<file path="config.mk">
export PLATFORM = sky130hd
export DESIGN_NAME = multicycle_controller
export DESIGN_NICKNAME = d
export VERILOG_FILES = /design/src/rtl/multicycle_controller_pkg.sv /design/src/rtl/multicycle_controller_alu_decoder.sv /design/src/rtl/multicycle_controller.sv
export SDC_FILE = /design/constraint.sdc
export NUM_CORES = 1
export LEC_CHECK = 0
export CORE_MARGIN = 2
export CORE_UTILIZATION = 38
export CTS_CLUSTER_DIAMETER = 100
export DETAILED_ROUTE_END_ITERATION = 10
export PLACE_DENSITY = 0.78
export SLEW_MARGIN = 10
export SYNTH_ARGS = -nofsm -noshare
export SYNTH_HDL_FRONTEND = slang
export SYNTH_HIERARCHICAL = 1
export SYNTH_SLANG_ARGS = --single-unit
</file>
<file path="constraint.sdc">
create_clock -name clk -period 2.24 [get_ports clk]
set_input_delay 0.56 -clock clk [delete_from_list [all_inputs] [get_ports clk]]
set_output_delay 0.56 -clock clk [all_outputs]
set_load 0.02 [all_outputs]
</file>
<file path="src/rtl/multicycle_controller_pkg.sv">
// -----------------------------------------------------------------------------
// multicycle_controller_pkg
// Shared definitions for the multicycle MIPS control unit:
//   - opcode and funct field constants
//   - ALU control codes and the internal aluop encoding
//   - main FSM state encodings
//   - control-word struct used by the output decode
//   - funct_to_alu helper shared by the ALU decoder
// -----------------------------------------------------------------------------
package multicycle_controller_pkg;

    // Opcodes (instr[31:26])
    localparam logic [5:0] OP_RTYPE = 6'b000000;
    localparam logic [5:0] OP_J     = 6'b000010;
    localparam logic [5:0] OP_BEQ   = 6'b000100;
    localparam logic [5:0] OP_ADDI  = 6'b001000;
    localparam logic [5:0] OP_LW    = 6'b100011;
    localparam logic [5:0] OP_SW    = 6'b101011;

    // R-type funct codes (instr[5:0])
    localparam logic [5:0] FN_ADD = 6'b100000;
    localparam logic [5:0] FN_SUB = 6'b100010;
    localparam logic [5:0] FN_AND = 6'b100100;
    localparam logic [5:0] FN_OR  = 6'b100101;
    localparam logic [5:0] FN_SLT = 6'b101010;

    // ALU control codes
    localparam logic [2:0] ALU_AND = 3'b000;
    localparam logic [2:0] ALU_OR  = 3'b001;
    localparam logic [2:0] ALU_ADD = 3'b010;
    localparam logic [2:0] ALU_SUB = 3'b110;
    localparam logic [2:0] ALU_SLT = 3'b111;

    // Internal aluop: tells the ALU decoder how to pick the operation
    localparam logic [1:0] ALUOP_ADD   = 2'b00;
    localparam logic [1:0] ALUOP_SUB   = 2'b01;
    localparam logic [1:0] ALUOP_FUNCT = 2'b10;
    localparam logic [1:0] ALUOP_RSVD  = 2'b11;

    // Main FSM state encodings (12 of 16 codes used)
    typedef enum logic [3:0] {
        S_FETCH    = 4'd0,
        S_DECODE   = 4'd1,
        S_MEMADR   = 4'd2,
        S_MEMRD    = 4'd3,
        S_MEMWB    = 4'd4,
        S_MEMWR    = 4'd5,
        S_EXECUTE  = 4'd6,
        S_ALUWB    = 4'd7,
        S_BEQ      = 4'd8,
        S_ADDIEXEC = 4'd9,
        S_ADDIWB   = 4'd10,
        S_JUMP     = 4'd11
    } state_e;

    // Per-state control word produced by the Moore output decode
    typedef struct packed {
        logic       i_or_d;
        logic       mem_write;
        logic       ir_write;
        logic       reg_dst;
        logic       mem_to_reg;
        logic       reg_write;
        logic       alu_src_a;
        logic [1:0] alu_src_b;
        logic [1:0] pc_src;
        logic       pc_write;
        logic       branch;
        logic [1:0] aluop;
    } ctrl_t;

    // Map an R-type funct field to an ALU control code; unknown functs get dflt
    function automatic logic [2:0] funct_to_alu(input logic [5:0] funct,
                                                input logic [2:0] dflt);
        logic [2:0] code;
        case (funct)
            FN_ADD:  code = ALU_ADD;
            FN_SUB:  code = ALU_SUB;
            FN_AND:  code = ALU_AND;
            FN_OR:   code = ALU_OR;
            FN_SLT:  code = ALU_SLT;
            default: code = dflt;
        endcase
        return code;
    endfunction

endpackage

</file>
<file path="src/rtl/multicycle_controller_alu_decoder.sv">
// -----------------------------------------------------------------------------
// multicycle_controller_alu_decoder
// Purely combinational ALU decoder: turns the FSM's aluop plus the instruction
// funct field into the 3-bit ALU control code.
// Ports:
//   aluop       in  2  00 add, 01 sub, 10 decode funct, 11 add
//   funct       in  6  instr[5:0]
//   alu_control out 3  ALU operation code
// -----------------------------------------------------------------------------
module multicycle_controller_alu_decoder
    import multicycle_controller_pkg::*;
#(
    parameter logic [2:0] ALU_DEFAULT = 3'b010
) (
    input  logic [1:0] aluop,
    input  logic [5:0] funct,
    output logic [2:0] alu_control
);

    // Select the ALU operation from aluop, consulting funct only for R-type
    always_comb begin
        alu_control = ALU_ADD;
        case (aluop)
            ALUOP_ADD:   alu_control = ALU_ADD;
            ALUOP_SUB:   alu_control = ALU_SUB;
            ALUOP_FUNCT: alu_control = funct_to_alu(funct, ALU_DEFAULT);
            ALUOP_RSVD:  alu_control = ALU_ADD;
            default:     alu_control = ALU_ADD;
        endcase
    end

endmodule

</file>
<file path="src/rtl/multicycle_controller.sv">
// -----------------------------------------------------------------------------
// multicycle_controller
// Control unit of the multicycle MIPS core. A Moore main FSM sequences each
// instruction (lw, sw, R-type, beq, addi, j) through its cycles and drives the
// datapath enables and mux selects; a combinational ALU decoder produces the
// ALU operation.
// Ports:
//   clk          in   1  single clock, posedge
//   reset        in   1  synchronous active-low; forces FETCH
//   op           in   6  instr[31:26]
//   funct        in   6  instr[5:0]
//   zero         in   1  ALU result == 0
//   i_or_d       out  1  memory address: 0 PC, 1 ALUOut
//   mem_write    out  1  data memory write enable
//   ir_write     out  1  instruction register load
//   reg_dst      out  1  write address: 0 rt, 1 rd
//   mem_to_reg   out  1  write data: 0 ALUOut, 1 Data
//   reg_write    out  1  register file write enable
//   alu_src_a    out  1  ALU A: 0 PC, 1 A reg
//   alu_src_b    out  2  ALU B: B / 4 / SignImm / SignImm<<2
//   pc_src       out  2  next PC: ALUResult / ALUOut / jump target
//   pc_en        out  1  PC load = pc_write | (branch & zero)
//   alu_control  out  3  ALU operation
// -----------------------------------------------------------------------------
module multicycle_controller
    import multicycle_controller_pkg::*;
#(
    parameter int         STATE_W     = 4,
    parameter logic [2:0] ALU_DEFAULT = 3'b010
) (
    input  logic       clk,
    input  logic       reset,
    input  logic [5:0] op,
    input  logic [5:0] funct,
    input  logic       zero,
    output logic       i_or_d,
    output logic       mem_write,
    output logic       ir_write,
    output logic       reg_dst,
    output logic       mem_to_reg,
    output logic       reg_write,
    output logic       alu_src_a,
    output logic [1:0] alu_src_b,
    output logic [1:0] pc_src,
    output logic       pc_en,
    output logic [2:0] alu_control
);

    logic [STATE_W-1:0] state_q;
    logic [STATE_W-1:0] state_d;
    ctrl_t              ctrl_s;

    // Next-state logic; op is only looked at in DECODE and MEMADR
    always_comb begin
        state_d = S_FETCH;
        case (state_q)
            S_FETCH:    state_d = S_DECODE;
            S_DECODE: begin
                case (op)
                    OP_LW,
                    OP_SW:    state_d = S_MEMADR;
                    OP_RTYPE: state_d = S_EXECUTE;
                    OP_BEQ:   state_d = S_BEQ;
                    OP_ADDI:  state_d = S_ADDIEXEC;
                    OP_J:     state_d = S_JUMP;
                    // Unsupported opcodes are dropped and the core refetches
                    default:  state_d = S_FETCH;
                endcase
            end
            S_MEMADR: begin
                if (op == OP_LW) begin
                    state_d = S_MEMRD;
                end else begin
                    state_d = S_MEMWR;
                end
            end
            S_MEMRD:    state_d = S_MEMWB;
            S_EXECUTE:  state_d = S_ALUWB;
            S_ADDIEXEC: state_d = S_ADDIWB;
            S_MEMWB,
            S_MEMWR,
            S_ALUWB,
            S_ADDIWB,
            S_BEQ,
            S_JUMP:     state_d = S_FETCH;
            // Unused encodings recover to FETCH
            default:    state_d = S_FETCH;
        endcase
    end

    // State register with synchronous active-low reset
    always_ff @(posedge clk) begin
        if (!reset) begin
            state_q <= S_FETCH;
        end else begin
            state_q <= state_d;
        end
    end

    // Moore output decode: everything not set for a state stays 0
    always_comb begin
        ctrl_s = '0;
        case (state_q)
            S_FETCH: begin
                ctrl_s.ir_write  = 1'b1;
                ctrl_s.pc_write  = 1'b1;
                ctrl_s.alu_src_b = 2'b01;
            end
            S_DECODE: begin
                // Precompute the branch target while the opcode is decoded
                ctrl_s.alu_src_b = 2'b11;
            end
            S_MEMADR,
            S_ADDIEXEC: begin
                ctrl_s.alu_src_a = 1'b1;
                ctrl_s.alu_src_b = 2'b10;
            end
            S_MEMRD: begin
                ctrl_s.i_or_d = 1'b1;
            end
            S_MEMWR: begin
                ctrl_s.i_or_d    = 1'b1;
                ctrl_s.mem_write = 1'b1;
            end
            S_MEMWB: begin
                ctrl_s.reg_write  = 1'b1;
                ctrl_s.mem_to_reg = 1'b1;
            end
            S_EXECUTE: begin
                ctrl_s.alu_src_a = 1'b1;
                ctrl_s.aluop     = ALUOP_FUNCT;
            end
            S_ALUWB: begin
                ctrl_s.reg_write = 1'b1;
                ctrl_s.reg_dst   = 1'b1;
            end
            S_ADDIWB: begin
                ctrl_s.reg_write = 1'b1;
            end
            S_BEQ: begin
                ctrl_s.alu_src_a = 1'b1;
                ctrl_s.aluop     = ALUOP_SUB;
                ctrl_s.pc_src    = 2'b01;
                ctrl_s.branch    = 1'b1;
            end
            S_JUMP: begin
                ctrl_s.pc_src   = 2'b10;
                ctrl_s.pc_write = 1'b1;
            end
            default: begin
                ctrl_s = '0;
            end
        endcase
    end

    multicycle_controller_alu_decoder #(
        .ALU_DEFAULT (ALU_DEFAULT)
    ) u_alu_decoder (
        .aluop       (ctrl_s.aluop),
        .funct       (funct),
        .alu_control (alu_control)
    );

    assign i_or_d     = ctrl_s.i_or_d;
    assign mem_write  = ctrl_s.mem_write;
    assign ir_write   = ctrl_s.ir_write;
    assign reg_dst    = ctrl_s.reg_dst;
    assign mem_to_reg = ctrl_s.mem_to_reg;
    assign reg_write  = ctrl_s.reg_write;
    assign alu_src_a  = ctrl_s.alu_src_a;
    assign alu_src_b  = ctrl_s.alu_src_b;
    assign pc_src     = ctrl_s.pc_src;
    // Branch is taken in the BEQ cycle itself when the subtraction is zero
    assign pc_en      = ctrl_s.pc_write | (ctrl_s.branch & zero);

endmodule

</file>
==> results of run 1 <==
worst reg2reg max path: stages, from the launching register on:
cell	delay, ps
dfxtp_1	330
buf_6	150
nand2b_1	180
nor2_1	180
o21ai_1	150
a2111oi_2	330
what timing repair did:
item	CTS	global route
setup endpoints to repair	7	8
pin swaps	0	2
resized for setup	25	11
cloned	0	0
placed cells by master, fill, tap and decap left out, drive strengths merged, types with 2 or more instances in the layout:
cell type / netlist / routed
a21oi: 3 / 3
clkdlybuf4s50: 0 / 15
buf: 7 / 16
o22ai: 4 / 4
a211oi: 2 / 2
dlygate4sd2: 0 / 5
ha: 2 / 2
nand2b: 6 / 6
inv: 4 / 4
dfxtp: 4 / 4
nor4: 3 / 3
clkbuf: 1 / 3
nand2: 2 / 2
a31oi: 2 / 2
nor3: 7 / 7
xnor2: 3 / 3
dlymetal6s2s: 0 / 5
nand4bb: 2 / 2
nor2: 8 / 8
area by class of cell:
class	count	area share, %
clock buffer	3	2.33
inverter	4	1.55
multi-input combinational	61	46.6
tap	16	2.07
timing repair buffer	41	39.0
sequential	4	8.42
cell usage after synthesis (2+ instances only):
cell type and number:
a21oi_1 3, nor4_1 3, o22ai_1 3, a31oi_1 2, inv_1 4, nand2b_1 6, a211oi_1 2, nand4bb_1 2
xnor2_1 3, buf_2 2, nand2_1 2, nor2_1 8, buf_4 5, dfxtp_1 4, ha_1 2, nor3_1 7
layer usage:
| layer | global-route usage [%] | routed length, um | vias up |
|---|---|---|---|
| li1 | - | - | 365 |
| met1 | 20.3 | 600 | 322 |
| met2 | 31.2 | 839 | 25 |
| met3 | 1.70 | 101 | 2 |
| met4 | 3.64 | 9 | 0 |
| met5 | 0 | 0 | - |
logic make-up after synthesis:
group | after synthesis | synth area share, %
AO/OA/AOI/OAI | 17 | 22.3
XOR/XNOR | 3 | 4.56
adder cells (fa/ha/maj) | 2 | 4.34
buffers and inverters | 12 | 11.5
flip-flops | 4 | 13.9
AND/OR/NAND/NOR | 39 | 43.4
through the flow:
step	instances	setup TNS (ps)	hold WS, ps	worst slack [ps]	instance area (um2)
6_report	129	0	584	9.80	966
5_1_grt	129	-139	600	-74.1	966
4_1_cts	129	-186	584	-113	952
3_5_place_dp	126	-1570	593	-458	926
3_3_place_gp	126	-1470	601	-438	926
2_1_floorplan	77	0	519	6.72	577
report_power, final:
part           internal [mW]  total, mW  switching [mW]  leakage [nW]
Combinational         0.0541     0.0988          0.0447         0.401
Sequential            0.0739     0.0762         0.00232        0.0331
Clock                 0.0599     0.0894          0.0294        0.0138
how the worst max path moves through the flow:
stage                                     start        endpoint  slack, ps  depth (start not counted)
after floorplan           state_q[2]$_SDFF_PN0_  alu_control[1]          7                          7
after global placement                 funct[1]  alu_control[2]       -440                          4
after detailed placement               funct[1]  alu_control[2]       -460                          4
after CTS                 state_q[2]$_SDFF_PN0_  alu_control[1]       -110                          7
after global routing      state_q[2]$_SDFF_PN0_  alu_control[0]        -70                          7
final                     state_q[2]$_SDFF_PN0_  alu_control[1]         10                          7
==> reports/metrics.cfg, run 1 <==
[placement]
dp_hpwl_mm = 1.27
place.gp.congestion = 0.897
portBuffers = 29

[cts]
clk_pin_slew_ps = 40
cts-buffers-inserted = 3
cts-root-buf = clkbuf_4
htreeDepth = 1
insertion_delay_ps = 230
post_cts_buffers = 0
cts.sinks = 4
clockBufferDepth = 2
cts_tree = yes
hold_buffers = 0

[floorplanning]
die-area_um2 = 1850
start_util_pct = 39.2
die_h_um = 43.0
die_x_um = 43.0
rows = 14
ios = 30
core_um2 = 1470

[route]
post-route-drc-count = 0
wl_per_cell_um = 12.0
routed_via_density = 5.53
drt_wl_total_mm = 1.55
detail_route.iter0.violations = 14
vias = 714
drt_first_pass_iters = 6
ant_nets = 0

[global_route]
antenna_found_initial = 0
grt_pass1_wl_mm = 2.40
grt_start_max_net_pins = 13
grt_pass1_vias = 586
track_usage_pct = 16.7
gr-total-overflow = 0

[worst_setup_path]
startpoint_type = flip-flop
cp_max_fo = 5
r2r_slack_ps = 830
path_class = flip-flop to output pin
slowest_stage = dfxtp_1
r2r-start = state_q[1]$_SDFF_PN0_
path_cells = buf_4, nand2b_1, nor2_2, ha_2, nor3_2, a21oi_1, buf_2
crit_arrival_ps = 1670
r2r_cells = 5
critPathBufInv = 2
cpLargestDelayFamily = simple AND/OR/NAND/NOR gates
critPathRequiredTime_ps = 1680
reg2reg_to = state_q[0]$_SDFF_PN0_
worst_setup_path_end_kind = output pin
max_stage_delay_ps = 340

[flow_run]
drv_cap = 0

[final_layout]
area_growth_pct = 67.5
nets = 132
multiInputGateArea_um2 = 450
drive_above_1_share_pct = 27.4
largest_reg_flops = 4
diodes = 0
nFillCells = 137
register_area_um2 = 81.3
layout_top_registers = state_q (4)
largest_register = state_q
utilization_pct = 65.6

[hold_path]
holdPathStages = 2
min_path_type = flip-flop to flip-flop
whs_endpoint = state_q[0]$_SDFF_PN0_
hp-start = state_q[3]$_SDFF_PN0_

[yosys]
yosysWarnings = 6
synth_cells = 77
avgSynthCellArea_um2 = 7.49
postSynth.asyncResetShare_pct = 0
synth_flop_cell = dfxtp_1
synth.distinct_cells = 35
yosysSeqAreaShare_pct = 13.9
synth_area_um2 = 577
ys_ff_latch = 4
synth.area.top_cells = dfxtp_1, buf_4, nand2b_1
synth-edff-count = 0
synth_top_area_share_pct = 13.9
yosys.area.top_type = dfxtp_1
synth_nets = 94

[timing]
drv_slew = 0
finalSetupViolations = 0
max_freq_mhz = 448
tightestPinTransition_ps = 380
rsz0062_at_grt = true
skew_ps = 1.24
maxSlewHeadroom_pct = 74.4
finalCritPeriodShare_pct = 99.6
hold_violations = 0
fin_crit_ps = 2230

[power_and_ir_drop]
total_power_uw = 264
vdd_ir_drop_max_v = 0.000349
power.density_nw_per_um2 = 274
p_leak_nw = 0.448

[run_status]
outcome = finished clean

No activity file was read; power rests on OpenSTA's default activity.
==> run 2, diff against run 1 <==
--- a/config.mk
+++ b/config.mk
@@ -6,10 +6,12 @@
 export NUM_CORES = 1
 export LEC_CHECK = 0
 export CORE_MARGIN = 2
-export CORE_UTILIZATION = 38
+export CORE_UTILIZATION = 40
+export CTS_BUF_LIST = sky130_fd_sc_hd__clkbuf_4 sky130_fd_sc_hd__clkbuf_8
 export CTS_CLUSTER_DIAMETER = 100
 export DETAILED_ROUTE_END_ITERATION = 10
-export PLACE_DENSITY = 0.78
+export GPL_TIMING_DRIVEN = 0
+export PLACE_DENSITY = 0.81
 export SLEW_MARGIN = 10
 export SYNTH_ARGS = -nofsm -noshare
 export SYNTH_HDL_FRONTEND = slang
==> constraint.sdc (replaced) <==
create_clock -name clk -period 2.24 [get_ports clk]
set_input_delay 0.56 -clock clk [delete_from_list [all_inputs] [get_ports clk]]
set_output_delay 0.56 -clock clk [all_outputs]
set_load 0.05 [all_outputs]
==> reports/metrics.cfg, run 2 (synthesis gave the netlist of run 1 again) <==
[timing]
rsz0062_at_grt = true
maxSlewHeadroom_pct = 67.5  ; -6.9 points
fin_crit_ps = 2290  ; +59.0 ps
skew_ps = 4.73  ; +3.49 ps
finalSetupViolations = 3  ; +3
max_freq_mhz = 437  ; -2.6%
hold_ws_ps = 589  ; +5.08 ps
drv_slew = 0  ; unchanged
setup_ws_ps = -49.2  ; -59.0 ps
hold_violations = 0  ; unchanged
setup_tns_ps = -73.7  ; -73.7 ps
tightestPinTransition_ps = 489  ; +109 ps
finalCritPeriodShare_pct = 102  ; +2.6 points

[global_route]
antenna_found_initial = 0  ; unchanged
grt_pass1_vias = 640  ; +9.2%
track_usage_pct = 18.5  ; +1.8 points
gr-total-overflow = 0  ; unchanged
grt_start_max_net_pins = 11  ; -2
grt_pass1_wl_mm = 2.61  ; +8.6%

[final_layout]
largest_reg_flops = 4  ; unchanged
nets = 133  ; +0.76%
largest_register = state_q
area_growth_pct = 82.0
drive_above_1_share_pct = 45.6  ; +18 points
layout_common_cells = clkdlybuf4s50_1, buf_4, nor2_1
utilization_pct = 79.7  ; +14 points
nFillCells = 100  ; -27%
final_cell_area_um2 = 1050  ; +8.7%
diodes = 0  ; unchanged
layout_top_registers = state_q (4)
multiInputGateArea_um2 = 544  ; +21%
register_area_um2 = 82.6  ; +1.5%
mostFrequentLayoutCell = clkdlybuf4s50_1

[worst_setup_path]
path_class = flip-flop to output pin
worst_setup_path_end_kind = output pin
r2r_slack_ps = 940  ; +110 ps
startpoint_type = flip-flop
crit_arrival_ps = 1730  ; +60 ps
path_cells = buf_6, nand2b_4, nor3_4, inv_2, ha_4, nor3_4, a21oi_4, buf_6
cp_max_fo = 4  ; -1
slowest_stage = dfxtp_2
critPathRequiredTime_ps = 1680  ; about the same
max_stage_delay_ps = 320  ; -20 ps

[route]
detail_route.iter0.violations = 18  ; +4
post-route-drc-count = 0  ; unchanged
routed_via_density = 5.58  ; +0.84%
ant_nets = 0  ; unchanged
vias = 720  ; +0.84%
drt_wl_total_mm = 1.75  ; +13%
drt_first_pass_iters = 4  ; -2
wl_per_cell_um = 13.6  ; +13%

[cts]
cts_tree = yes
clockBufferDepth = 2  ; unchanged
clk_pin_slew_ps = 40  ; about the same
insertion_delay_ps = 230  ; about the same
hold_buffers = 0  ; unchanged
cts-buffers-inserted = 3  ; unchanged
cts-root-buf = clkbuf_4
htreeDepth = 1  ; unchanged
cts.sinks = 4  ; unchanged

[power_and_ir_drop]
power.density_nw_per_um2 = 276  ; +0.75%
total_power_uw = 290  ; +9.5%
vdd_ir_drop_max_v = 0.000240  ; -31%
p_leak_nw = 0.410  ; -8.5%

[placement]
portBuffers = 29  ; unchanged
dp_hpwl_mm = 1.23  ; -3.0%
place.gp.congestion = 0.793  ; -12%
placed_area_um2 = 918  ; -0.81%

[floorplanning]
start_util_pct = 43.8  ; +4.6 points
die_x_um = 42.0  ; -2.3%
die-area_um2 = 1760  ; -4.5%
core_um2 = 1320  ; -10%
die_h_um = 42.0  ; -2.3%
ios = 30  ; unchanged
rows = 13  ; -1

[hold_path]
min_path_type = flip-flop to flip-flop

[run_status]
outcome = finished with violations
violations = negative setup slack

[flow_run]
drv_cap = 0  ; unchanged

run 2: changes by cell type in the layout (fill, tap and decap cells not counted), moves of 3 or more:
cell / previous run / this run
nand2b_1: 6 / 3
dlymetal6s2s_1: 5 / 2
nor3_4: 0 / 3
clkbuf_2: 0 / 6
clkdlybuf4s50_1: 15 / 12
buf_6: 2 / 5
run 2: final cells by class:
class                   count  share of cell area (%)
multi-input cells          61                    51.8
repair buffers             34                    29.1
flip-flops and latches      4                    7.87
plain buffers               8                    5.84
clock buffers               3                    2.15
well taps                  15                    1.79
inverters                   4                    1.43
run 2: path summary, 6_finish.rpt:
check	cells past startpoint	startpoint	end
worst max-delay path	8	state_q[2]$_SDFF_PN0_	alu_control[1]
worst min-delay path	2	state_q[1]$_SDFF_PN0_	state_q[0]$_SDFF_PN0_
worst max register to register	4	state_q[1]$_SDFF_PN0_	state_q[0]$_SDFF_PN0_
worst min register to register	2	state_q[1]$_SDFF_PN0_	state_q[0]$_SDFF_PN0_
run 2: critical path: cells and delay by family, from the launching register on:
family / cells / cell delay (ps)
AOI/OAI and AO/OA: 1 / 40
adders and majority gates: 1 / 240
buffers and inverters: 3 / 340
DFF: 1 / 320
and+or+nand+nor: 3 / 560
run 2: repair_timing:
item                                    in CTS  in global routing
resized for setup                           56                 28
pin swaps                                    1                  8
buffers inserted                             0                  5
endpoints found under the setup margin      15                 14
run 2: per-layer routing:
| layer | vias up | global-route usage [%] | wire length [um] |
|---|---|---|---|
| li1 | 361 | - | - |
| met1 | 334 | 22.3 | 783 |
| met2 | 23 | 33.4 | 878 |
| met3 | 2 | 1.29 | 67 |
| met4 | 0 | 7.74 | 18 |
| met5 | - | 0 | 0 |
run 2: metrics by stage:
| stage | cells | worst slack (ps) |
|---|---|---|
| 4_1_cts | 124 | -138 |
| 3_5_place_dp | 121 | -773 |
| 6_report | 129 | -49.2 |
| 2_1_floorplan | 77 | -134 |
| 5_1_grt | 129 | -145 |
| 3_3_place_gp | 121 | -746 |
run 2: power breakdown:
part	total (mW)	internal, mW	switching [mW]	leakage [nW]
Sequential	0.0768	0.0739	0.00290	0.0336
Combinational	0.125	0.0576	0.0669	0.363
Clock	0.0882	0.0599	0.0283	0.0138
==> run 3, diff against run 2 <==
--- a/config.mk
+++ b/config.mk
@@ -5,13 +5,15 @@
 export SDC_FILE = /design/constraint.sdc
 export NUM_CORES = 1
 export LEC_CHECK = 0
-export CORE_MARGIN = 2
-export CORE_UTILIZATION = 40
+export CELL_PAD_IN_SITES_DETAIL_PLACEMENT = 1
+export CELL_PAD_IN_SITES_GLOBAL_PLACEMENT = 1
+export CORE_MARGIN = 5
+export CORE_UTILIZATION = 27
 export CTS_BUF_LIST = sky130_fd_sc_hd__clkbuf_4 sky130_fd_sc_hd__clkbuf_8
 export CTS_CLUSTER_DIAMETER = 100
 export DETAILED_ROUTE_END_ITERATION = 10
 export GPL_TIMING_DRIVEN = 0
-export PLACE_DENSITY = 0.81
+export PLACE_DENSITY_LB_ADDON = 0.1
 export SLEW_MARGIN = 10
 export SYNTH_ARGS = -nofsm -noshare
 export SYNTH_HDL_FRONTEND = slang
==> reports/metrics.cfg, run 3 (synthesis gave the netlist of run 1 again) <==
[run_status]
outcome = finished with violations
violations = negative setup slack

[hold_path]
whs_endpoint = state_q[0]$_SDFF_PN0_
min_path_type = flip-flop to flip-flop
holdPathStages = 2  ; unchanged
hp-start = state_q[1]$_SDFF_PN0_

[final_layout]
layout_top_registers = state_q (4)
final_cell_count_no_fill = 145  ; +12%
largest_register = state_q
mostFrequentLayoutCell = buf_4
layout_common_cells = buf_4, clkdlybuf4s50_1, dlygate4sd2_1
drive_above_1_share_pct = 46.6  ; +1.0 points
area_growth_pct = 98.0
largest_reg_flops = 4  ; unchanged
final_cell_area_um2 = 1140  ; +8.8%
diodes = 0  ; unchanged
nets = 137  ; +3.0%

[timing]
tightestPinTransition_ps = 495  ; +5.97 ps
fin_crit_ps = 2290  ; +1.23 ps
skew_ps = 2.51  ; -2.22 ps
drv_slew = 0  ; unchanged
maxSlewHeadroom_pct = 67.1  ; -0.40 points
rsz0062_at_grt = true
max_freq_mhz = 437  ; about the same
hold_violations = 0  ; unchanged
finalSetupViolations = 2  ; -1
setup_ws_ps = -50.4  ; -1.23 ps
finalCritPeriodShare_pct = 102  ; about the same

[global_route]
grt_pass1_wl_mm = 3.41  ; +31%
track_usage_pct = 13.4  ; -5.1 points
antenna_found_initial = 0  ; unchanged
gr-total-overflow = 0  ; unchanged
grt_start_max_net_pins = 11  ; unchanged
grt_pass1_vias = 717  ; +12%

[placement]
dp_cells = 133  ; +9.9%
dp_hpwl_mm = 1.56  ; +27%
placed_area_um2 = 933  ; +1.6%
place.gp.congestion = 0.738  ; -6.9%
portBuffers = 29  ; unchanged
post-place-ws_ps = -807  ; -34.7 ps

[flow_run]
drv_cap = 0  ; unchanged

[cts]
cts-buffers-inserted = 3  ; unchanged
hold_buffers = 0  ; unchanged
cts_tree = yes
cts.sinks = 4  ; unchanged
htreeDepth = 1  ; unchanged
clockBufferDepth = 2  ; unchanged
insertion_delay_ps = 240  ; about the same
clk_pin_slew_ps = 40  ; about the same
cts-root-buf = clkbuf_4

[worst_setup_path]
r2r-start = state_q[1]$_SDFF_PN0_
path_cells = buf_8, nor3_4, inv_2, ha_4, nor3_4, a21oi_4, buf_8
worst_setup_path_end_kind = output pin
critPathRequiredTime_ps = 1680  ; about the same
slowest_stage = dfxtp_4
reg2reg_to = state_q[0]$_SDFF_PN0_
r2r_slack_ps = 880  ; -60 ps
max_stage_delay_ps = 360  ; +40 ps
cp_max_fo = 8  ; +4
startpoint_type = flip-flop
crit_arrival_ps = 1730  ; about the same
path_class = flip-flop to output pin
r2r_cells = 4  ; unchanged

[floorplanning]
die-area_um2 = 3160  ; +79%
core_um2 = 2000  ; +52%
die_x_um = 56.2  ; +34%
rows = 16  ; +3
start_util_pct = 28.8  ; -15 points
ios = 30  ; unchanged
die_h_um = 56.2  ; +34%

[route]
vias = 749  ; +4.0%
detail_route.iter0.violations = 7  ; -11
ant_nets = 0  ; unchanged
post-route-drc-count = 0  ; unchanged
wl_per_cell_um = 15.7  ; +16%
routed_via_density = 5.17  ; -7.5%
drt_wl_total_mm = 2.27  ; +30%
drt_first_pass_iters = 4  ; unchanged

[power_and_ir_drop]
p_leak_nw = 0.456  ; +11%
vdd_ir_drop_max_v = 0.000278  ; +16%
power.density_nw_per_um2 = 261  ; -5.2%

==> run 3: timing repair <==
| action | CTS | global route |
|---|---|---|
| setup buffers | 5 | 5 |
| endpoints found under the setup margin | 15 | 7 |
| gates resized for setup | 75 | 14 |
| pin swaps | 5 | 10 |
==> run 3: metrics by stage <==
stage / setup TNS [ps] / power (mW) / hold slack [ps] / util, %
3_5_place_dp: -3520 / 0.199 / 562 / 46.6
4_1_cts: -193 / 0.300 / 582 / 54.3
2_1_floorplan: -266 / 0.145 / 519 / -
3_3_place_gp: -3350 / 0.197 / 548 / 46.6
5_1_grt: -214 / 0.313 / 618 / 57.1
6_report: -65.4 / 0.299 / 581 / 57.1
==> run 3: power by group <==
group          total, mW  switching [mW]  internal [mW]
Combinational      0.129          0.0687         0.0603
Sequential        0.0766         0.00336         0.0732
Clock             0.0930          0.0328         0.0602
Total              0.299           0.105          0.194
==> run 3: critical path: cells and delay by family, from the launching register on <==
kind                     cells  cell delay [ps]
buffers and inverters        3              380
AND/OR/NAND/NOR              2              260
AO/OA/AOI/OAI                1              160
adder cells (fa/ha/maj)      1              320
flip-flops                   1              360
==> run 3: area by class of cell <==
type	count	area, um2
buffer	7	61.3
clock buffer	3	22.5
fill	243	860
inverter	4	15.0
multi-input combinational	61	557
sequential	4	87.6
tap	27	33.8
timing repair buffer	39	365
==> run 3: how the worst max path moves through the flow <==
stage / startpoint / endpoint / slack, ps / depth (start not counted)
floorplan: state_q[2]$_SDFF_PN0_ / alu_control[0] / -130 / 7
global placement: state_q[2]$_SDFF_PN0_ / alu_control[1] / -790 / 8
detailed placement: state_q[2]$_SDFF_PN0_ / alu_control[1] / -810 / 8
CTS: state_q[2]$_SDFF_PN0_ / alu_control[1] / -130 / 8
global route: state_q[1]$_SDFF_PN0_ / alu_control[1] / -110 / 7
finish: state_q[1]$_SDFF_PN0_ / alu_control[1] / -50 / 7
==> run 3: routing by layer <==
| layer | wire, um | track usage [%] | vias to the layer above |
|---|---|---|---|
| met5 | 0 | 0 | - |
| met4 | 19 | 5.08 | 0 |
| met3 | 91 | 1.62 | 2 |
| met2 | 1220 | 23.2 | 18 |
| met1 | 941 | 16.6 | 358 |
| li1 | - | - | 371 |
